<file path="src/rtl/tx_frame_arbiter.sv">
// Frame-level round-robin arbiter sharing one byte-wide transmit path between two sources.
// Forwards the granted port with one cycle of latency, enforcing IFG, MAX_LEN and a grant timeout.
module tx_frame_arbiter #(
  parameter int IFG           = 12,
  parameter int MAX_LEN       = 1518,
  parameter int GRANT_TIMEOUT = 16
) (
  input  logic       clk,
  input  logic       rst,
  input  logic       req0,
  input  logic       req1,
  output logic       gnt0,
  output logic       gnt1,
  input  logic [7:0] rxd0,
  input  logic [7:0] rxd1,
  input  logic       rx_dv0,
  input  logic       rx_dv1,
  output logic [7:0] txd,
  output logic       tx_en,
  output logic       busy,
  output logic       err_timeout,
  output logic       err_overlen
);

  localparam int LEN_W = $clog2(MAX_LEN + 1);
  localparam int TMO_W = $clog2(GRANT_TIMEOUT + 1);
  localparam int GAP_W = $clog2(IFG + 1);

  localparam logic [LEN_W-1:0] LEN_MAX  = LEN_W'(MAX_LEN);
  localparam logic [TMO_W-1:0] TMO_LAST = TMO_W'(GRANT_TIMEOUT - 1);
  localparam logic [GAP_W-1:0] GAP_LOAD = GAP_W'(IFG - 1);

  typedef enum logic [2:0] {
    IDLE,
    GRANT,
    XFER,
    DRAIN,
    GAP
  } state_e;

  state_e           state_q;
  logic             sel_q;
  logic             last_q;
  logic             gnt0_q;
  logic             gnt1_q;
  logic [7:0]       txd_q;
  logic             tx_en_q;
  logic             err_timeout_q;
  logic             err_overlen_q;
  logic [LEN_W-1:0] len_q;
  logic [TMO_W-1:0] tmo_q;
  logic [GAP_W-1:0] gap_q;

  // Only the selected port is ever looked at; the other port's inputs are dead.
  logic       req_s;
  logic       rx_dv_s;
  logic [7:0] rxd_s;
  logic       pick1;

  assign req_s   = sel_q ? req1   : req0;
  assign rx_dv_s = sel_q ? rx_dv1 : rx_dv0;
  assign rxd_s   = sel_q ? rxd1   : rxd0;

  // A lone requester wins; with both requesting, the port not served last wins.
  assign pick1 = req1 & (~req0 | ~last_q);

  always_ff @(posedge clk) begin
    if (rst) begin
      state_q       <= IDLE;
      sel_q         <= 1'b0;
      last_q        <= 1'b1;
      gnt0_q        <= 1'b0;
      gnt1_q        <= 1'b0;
      txd_q         <= 8'h00;
      tx_en_q       <= 1'b0;
      err_timeout_q <= 1'b0;
      err_overlen_q <= 1'b0;
      len_q         <= '0;
      tmo_q         <= '0;
      gap_q         <= '0;
    end else begin
      // NOTE: every register here uses <= so all branches see the pre-edge values of state and counters.
      err_timeout_q <= 1'b0;
      err_overlen_q <= 1'b0;
      case (state_q)
        IDLE: begin
          tx_en_q <= 1'b0;
          if (req0 || req1) begin
            sel_q   <= pick1;
            last_q  <= pick1;
            gnt0_q  <= ~pick1;
            gnt1_q  <= pick1;
            tmo_q   <= '0;
            state_q <= GRANT;
          end
        end
        GRANT: begin
          if (rx_dv_s) begin
            tx_en_q <= 1'b1;
            txd_q   <= rxd_s;
            len_q   <= LEN_W'(1);
            state_q <= XFER;
          end else if (!req_s) begin
            gnt0_q  <= 1'b0;
            gnt1_q  <= 1'b0;
            state_q <= IDLE;
          end else if (tmo_q == TMO_LAST) begin
            gnt0_q        <= 1'b0;
            gnt1_q        <= 1'b0;
            err_timeout_q <= 1'b1;
            state_q       <= IDLE;
          end else begin
            tmo_q <= tmo_q + TMO_W'(1);
          end
        end
        XFER: begin
          txd_q <= rxd_s;
          if (!rx_dv_s) begin
            tx_en_q <= 1'b0;
            gnt0_q  <= 1'b0;
            gnt1_q  <= 1'b0;
            gap_q   <= GAP_LOAD;
            state_q <= GAP;
          end else if (len_q == LEN_MAX) begin
            // The byte that would exceed MAX_LEN is dropped; the rest of the burst is drained.
            tx_en_q       <= 1'b0;
            gnt0_q        <= 1'b0;
            gnt1_q        <= 1'b0;
            err_overlen_q <= 1'b1;
            state_q       <= DRAIN;
          end else begin
            tx_en_q <= 1'b1;
            len_q   <= len_q + LEN_W'(1);
          end
        end
        DRAIN: begin
          tx_en_q <= 1'b0;
          if (!rx_dv_s) begin
            gap_q   <= GAP_LOAD;
            state_q <= GAP;
          end
        end
        GAP: begin
          tx_en_q <= 1'b0;
          if (gap_q == '0) begin
            state_q <= IDLE;
          end else begin
            gap_q <= gap_q - GAP_W'(1);
          end
        end
        default: begin
          tx_en_q <= 1'b0;
          gnt0_q  <= 1'b0;
          gnt1_q  <= 1'b0;
          state_q <= IDLE;
        end
      endcase
    end
  end

  assign gnt0        = gnt0_q;
  assign gnt1        = gnt1_q;
  assign txd         = txd_q;
  assign tx_en       = tx_en_q;
  assign busy        = (state_q != IDLE);
  assign err_timeout = err_timeout_q;
  assign err_overlen = err_overlen_q;

endmodule

</file>
<file path="config.mk">
export PLATFORM = sky130hd
export DESIGN_NAME = tx_frame_arbiter
export DESIGN_NICKNAME = d
export VERILOG_FILES = /design/src/rtl/tx_frame_arbiter.sv
export SDC_FILE = /design/constraint.sdc
export NUM_CORES = 1
export LEC_CHECK = 0
export BUFFER_PORTS_ARGS = -buffer_cell sky130_fd_sc_hd__buf_4
export CAP_MARGIN = 20
export CORE_ASPECT_RATIO = 0.6
export CORE_MARGIN = 2
export CORE_UTILIZATION = 55
export DETAILED_ROUTE_END_ITERATION = 16
export PLACE_DENSITY = 0.79
export SLEW_MARGIN = 20
export SYNTH_ARGS = -nofsm -noshare
export SYNTH_HDL_FRONTEND = slang
export SYNTH_SLANG_ARGS = --single-unit
</file>
<file path="constraint.sdc">
create_clock -name clk -period 1.9 [get_ports clk]
set_input_delay 0.095 -clock clk [delete_from_list [all_inputs] [get_ports clk]]
set_output_delay 0.095 -clock clk [all_outputs]
set_load 0.01 [all_outputs]
</file>
==> metrics.txt, run 1 <==
hold-critical path endpoint last_q; dpl ws roughly 0.059 ns; RePlAce Congestion around 0.84; clock transition at the registers of the reported paths approximately 0.07 ns; Worst Skew between 0.006 and 0.007 ns; Setup Total Neg Slack 0 ns; IO Count 36; # rows 16; adder-cell area share of the yosys netlist 0.0315; count of final hold-check violations 0; Pwr Total around 1.8 mW; reg2reg start tmo_q[0]; Final Non-Filler Cells 314; ys flop type dfxtp_1; Worst-Margin Slew a little under 0.4 ns; Tmin final 1.81 ns; layout cells sized above 1 0.242; setup ws final between 0.08 and 0.09 ns; Cells after Synth between 200 and 250; Crit Reg-Reg Endpoint tmo_q[3]; Routed wire per std cell between 10 and 15 µm; Power Density between 700 and 800 mW/mm²; largest family of logic cells by synthesized area simple AND/OR/NAND/NOR gates; Max Slew Vio Count 0; post-synthesis sequential area ratio 0.383; critical-path maximum fanout 7; WHS Path Cells 3; Data arrival, critical path 1.98 ns; Bufs on Longest Clock Path 2; DR DRC count 0; number of buffers added on ports 35; most frequent cells in the layout 45 x buf_4, 38 x dfxtp_1, 29 x nor2_1; via count approximately 1,700; Worst setup SP type flip-flop; Synth Area in XOR/XNOR 0.0574; largest net degree at the start of global routing 32; Final Setup Violations 0; Mapped Area 0.00198 mm²; Layout Nets between 200 and 300; post-synthesis mux area share 0.0580; Fmax 0.551 GHz; Tot GR Track Use 0.230; Post-Syn Nets between 200 and 300; worst path required time 2.07 ns; Synth Area in Simple Gates 0.274; status finished, final reports clean; hold_sp req1; placed cell area 0.00232 mm²; fin crit share 0.955; Pleak around 0.91 nW; clk sinks 38; WS Path Type flip-flop to flip-flop; hold_ws around 0.15 ns; Final Cell Area about 0.0024 mm²; hpwl dp 3170 µm; syn avg cell area 8.74 µm²; Synth-to-Final Area Change 23.1%; Post-synth EDFFs 0; final core occ 0.731; reg2reg setup slack approximately 0.086 ns; Core ar. 0.00334 mm²; Syn. warnings 0; grt total ovfl 0; H-tree depth 2; Min-Delay Path Class input pin to flip-flop; CTS tree built; Register-to-Register Path Depth 7; clk root buf clkbuf_8; Peak supply drop around 0.0005 V; initial DRC count roughly 70; n_diodes 0; Avg Vias per Cell ~5.5; antenna violations before repair 0; first-pass GRT wire length a little over 7000 µm; normalized max-slew margin 0.734; Seq cells post-synth 38; number of CTS-inserted buffers 5; Setup crit end kind flip-flop; vias in the first global route ~1,600; die height a little over 50 µm; Die X 81.5 µm; worst skew pair latency a little under 0.3 ns; Post-DRT Antenna Nets 0; Initial Util 0.594; RSZ-0062 raised after global routing no; cell count after placement a little over 300; most common cell after layout, fill and taps aside buf_4; DRT Wirelength about 4400 µm; maxcap violations 0; Synth Area in Compound Gates 0.151; drt first pass iters 4; Layout fillers roughly 260; die area 0.00412 mm²; synth unique cells 49; Post-synth ARST share 0
## area by class of cell
class	count	area, µm²	share of cell area
inverters	9	33.8	0.0138
clock inverters	1	5.00	0.00205
repair buffers	45	338	0.138
clock buffers	7	86.3	0.0353
well taps	45	56.3	0.0231
flip-flops and latches	38	761	0.311
multi-input cells	169	1160	0.476
## power breakdown
part           total, mW  switching [mW]  internal [mW]  leakage [nW]
Combinational      0.379           0.202          0.177         0.551
Sequential         0.875          0.0330          0.842         0.309
Clock              0.560           0.268          0.292        0.0482
## repair_timing
| action | in CTS | in global routing |
|---|---|---|
| setup buffers | 0 | 0 |
| setup endpoints to repair | 0 | 7 |
| gates resized for setup | 0 | 5 |
| hold buffers | 0 | 0 |
## Yosys cell counts, types with 4 or more instances
master    number  area share
dfxtp_1       38        0.38
nor2_1        29       0.055
nand2_1       15       0.028
a21oi_1       12       0.030
nor3_1        11       0.028
a211oi_1      10       0.038
inv_1          9       0.017
mux2i_1        9       0.045
xnor2_1        9       0.040
clkbuf_1       6       0.011
nand3_1        6       0.015
ha_1           5       0.032
buf_2          4       0.010
nand3b_1       4       0.015
nor4_1         4       0.013
xor2_1         4       0.018
## per-layer routing
metal / up-vias / global-route usage / routed length, µm
met5: - / 0 / 0
met4: 0 / 0.0904 / 58
met3: 7 / 0.0665 / 390
met2: 65 / 0.310 / 1740
met1: 775 / 0.339 / 2210
li1: 889 / - / -
## logic make-up after synthesis
| group | count (synthesis) |
|---|---|
| xor+xnor | 13 |
| fa+ha+maj | 5 |
| buf+inv | 20 |
| simple gates | 97 |
| compound gates | 43 |
| mux | 11 |
| flops | 38 |
## sequential cells by signal, indices dropped and copies added (netlist names)
signal	flops
state_q	3
gnt0	1
err_overlen	1
tx_en	1
txd	8
last_q	1
tmo_q	5
sel_q	1
gnt1	1
len_q	11
err_timeout	1
gap_q	4
## worst max-delay path, stage by stage (launching register included)
cell	delay, ns
dfxtp_1	0.34
ha_1	0.23
and3_1	0.21
ha_1	0.24
a21o_4	0.23
a211oi_2	0.23
xnor2_1	0.17
nor3_2	0.05
## how the worst max path moves through the flow
stage	from	to
final	tmo_q[0]	tmo_q[3]
after detailed placement	tmo_q[0]	tmo_q[3]
after global placement	tmo_q[0]	tmo_q[3]
after global routing	tmo_q[0]	tmo_q[1]
after CTS	tmo_q[0]	tmo_q[3]
after floorplan	tmo_q[0]	tmo_q[3]
No activity file was read; power rests on OpenSTA's default activity.
==> run 2: changes to the inputs <==
--- a/config.mk
+++ b/config.mk
@@ -5,13 +5,13 @@
 export SDC_FILE = /design/constraint.sdc
 export NUM_CORES = 1
 export LEC_CHECK = 0
-export BUFFER_PORTS_ARGS = -buffer_cell sky130_fd_sc_hd__buf_4
 export CAP_MARGIN = 20
 export CORE_ASPECT_RATIO = 0.6
 export CORE_MARGIN = 2
-export CORE_UTILIZATION = 55
+export CORE_UTILIZATION = 58
 export DETAILED_ROUTE_END_ITERATION = 16
-export PLACE_DENSITY = 0.79
+export DONT_BUFFER_PORTS = 1
+export PLACE_DENSITY = 0.74
 export SLEW_MARGIN = 20
 export SYNTH_ARGS = -nofsm -noshare
 export SYNTH_HDL_FRONTEND = slang
==> constraint.sdc (replaced) <==
create_clock -name clk -period 1.9 [get_ports clk]
set_input_delay 0.19 -clock clk [delete_from_list [all_inputs] [get_ports clk]]
set_output_delay 0.19 -clock clk [all_outputs]
set_load 0.01 [all_outputs]
==> metrics.txt, run 2 (same netlist as run 1, synthesis figures left out) <==
WS Path Type flip-flop to flip-flop (unchanged); Post-DRT Antenna Nets 0 (unchanged); via count 1,654 (was 1,736); Initial Util 0.608 (was 0.594); number of flip-flops in the largest register 11 (unchanged); first-pass GRT wire length 7730 µm (was 7110 µm); crit-path cells ha_1, and3_1, ha_1, a21o_4, a21o_1, a22oi_1, nor2_1 (was ha_1, and3_1, ha_1, a21o_4, a211oi_2, xnor2_1, nor3_2); Power Density 803 mW/mm² (was 743 mW/mm²); area occupied by multi-input gates 0.00115 mm² (was 0.00116 mm²); Worst setup SP type flip-flop (unchanged); Worst Skew 0.00507 ns (was 0.00655 ns); crit path max-delay cell type dfxtp_1 (unchanged); most frequent cells in the layout 38 x dfxtp_1, 29 x nor2_1, 15 x nand2_1 (was 45 x buf_4, 38 x dfxtp_1, 29 x nor2_1); number of buffers added on ports 0 (was 35); most common cell after layout, fill and taps aside dfxtp_1 (was buf_4); maxcap violations 0 (unchanged); vias in the first global route 1,593 (was 1,562); RSZ-0062 raised after global routing no (unchanged); Setup crit end kind flip-flop (unchanged); # Post-CTS Setup Buffers 0 (unchanged); H-tree depth 2 (unchanged); Bufs on Longest Clock Path 2 (unchanged); dpl ws 0.126 ns (was 0.0592 ns); drt first pass iters 4 (unchanged); layout cells sized above 1 0.128 (was 0.242); cell mode on critical path ha_1 (unchanged); # rows 16 (unchanged); clock transition at the registers of the reported paths 0.07 ns (about the same); Avg Vias per Cell 5.93 (was 5.53); Switching Fraction 0.285 (was 0.277); DRT Wirelength 4410 µm (was 4390 µm); setup ws final 0.112 ns (was 0.0858 ns); Final Setup Violations 0 (unchanged); Layout Nets 260 (was 295); Max Slew Vio Count 0 (unchanged); hold_ws 0.0171 ns (was 0.148 ns); Worst-Margin Slew 1.04 ns (was 0.396 ns); largest net degree at the start of global routing 28 (was 32); DR DRC count 0 (unchanged); Sw Pwr 499 µW (was 503 µW); power share of the sequential group 0.510 (was 0.482); Layout fillers 286 (was 262); Routed wire per std cell 15.8 µm (was 14.0 µm); normalized max-slew margin 0.302 (was 0.734); Data arrival, critical path 1.92 ns (was 1.98 ns); die area 0.00392 mm² (was 0.00412 mm²); register area 761 µm² (unchanged); Synth-to-Final Area Change 9.77% (was 23.1%); grt total ovfl 0 (unchanged); Setup Total Neg Slack 0 ns (unchanged); number of CTS-inserted buffers 5 (unchanged); IO Count 36 (unchanged); critical-path maximum fanout 7 (unchanged); largest stage delay on the critical path 0.35 ns (was 0.34 ns); Pleak 0.729 nW (was 0.909 nW); CTS tree built (unchanged); status finished, final reports clean (unchanged); Fmax 0.559 GHz (was 0.551 GHz); hpwl dp 3220 µm (was 3170 µm); n_diodes 0 (unchanged); die height 49.3 µm (was 50.5 µm); initial DRC count 88 (was 69); Tmin final 1.79 ns (was 1.81 ns); internal power 1.25 mW (was 1.31 mW); count of final hold-check violations 0 (unchanged); Biggest register len_q (unchanged); Clk pwr share 0.327 (was 0.309); antenna violations before repair 0 (unchanged); Core ar. 0.00326 mm² (was 0.00334 mm²); RePlAce Congestion 0.882 (was 0.843); clk sinks 38 (unchanged); Min-Delay Path Class input pin to flip-flop (unchanged); Die X 79.5 µm (was 81.5 µm); worst skew pair latency 0.28 ns (was 0.29 ns); Logic pwr share 0.163 (was 0.209); clk root buf clkbuf_8 (unchanged); Tot GR Track Use 0.252 (was 0.230); worst path required time 2.04 ns (was 2.07 ns); fin crit share 0.941 (was 0.955); Peak supply drop 0.000456 V (was 0.000510 V)
[run 2: final cells by class]
| type | count | share of cell area |
|---|---|---|
| Inverter | 9 | 0.0155 |
| Tap cell | 45 | 0.0258 |
| Multi-Input combinational cell | 169 | 0.530 |
| Clock inverter | 2 | 0.00574 |
| Clock buffer | 6 | 0.0379 |
| Timing Repair Buffer | 10 | 0.0356 |
| Sequential cell | 38 | 0.349 |
[run 2: through the flow]
stage | cell area (µm²) | cells | utilization | power [mW]
after global routing | 2180 | 279 | 0.668 | 1.84
after CTS | 2160 | 279 | 0.662 | 1.76
after detailed placement | 2050 | 270 | 0.630 | 1.18
after floorplan | 1980 | 227 | - | 1.12
after global placement | 2050 | 270 | 0.630 | 1.16
final | 2180 | 279 | 0.668 | 1.75
[run 2: power groups by stage]
stage / Clock (mW) / Combinational [mW] / Sequential [mW]
after floorplan: 0 / 0.220 / 0.898
after global placement: 0 / 0.256 / 0.907
after detailed placement: 0 / 0.266 / 0.911
after CTS: 0.584 / 0.278 / 0.893
after global routing: 0.624 / 0.317 / 0.899
final: 0.572 / 0.284 / 0.893
[run 2: what timing repair did]
action / CTS / global route
endpoints found under the hold margin: 27 / 0
setup endpoints to repair: 0 / 12
hold buffers: 1 / 0
gates resized for setup: 0 / 4
[run 2: layer usage]
layer  part of all wire  GRT usage  wire, µm  up-vias
met3              0.075     0.0685       330        4
met5                  0          0         0        -
met4             0.0068     0.0805        30        0
met1               0.46      0.350      2030      766
li1                   -          -         -      822
met2               0.46      0.380      2020       62
[run 2: path summary, 6_finish.rpt]
path / slack (ns) / cells after the start / to / startpoint
worst min register to register: 0.51 / 2 / tmo_q[4] / tmo_q[4]
worst max register to register: 0.11 / 7 / tmo_q[1] / tmo_q[0]
worst max-delay path: 0.11 / 7 / tmo_q[1] / tmo_q[0]
worst min-delay path: 0.02 / 1 / last_q / rst
[run 2: critical path, delay by kind of cell, from the launching register on]
| family | cells | cell delay, ns |
|---|---|---|
| compound gates | 3 | 0.63 |
| fa+ha+maj | 2 | 0.44 |
| flops | 1 | 0.35 |
| simple gates | 2 | 0.24 |
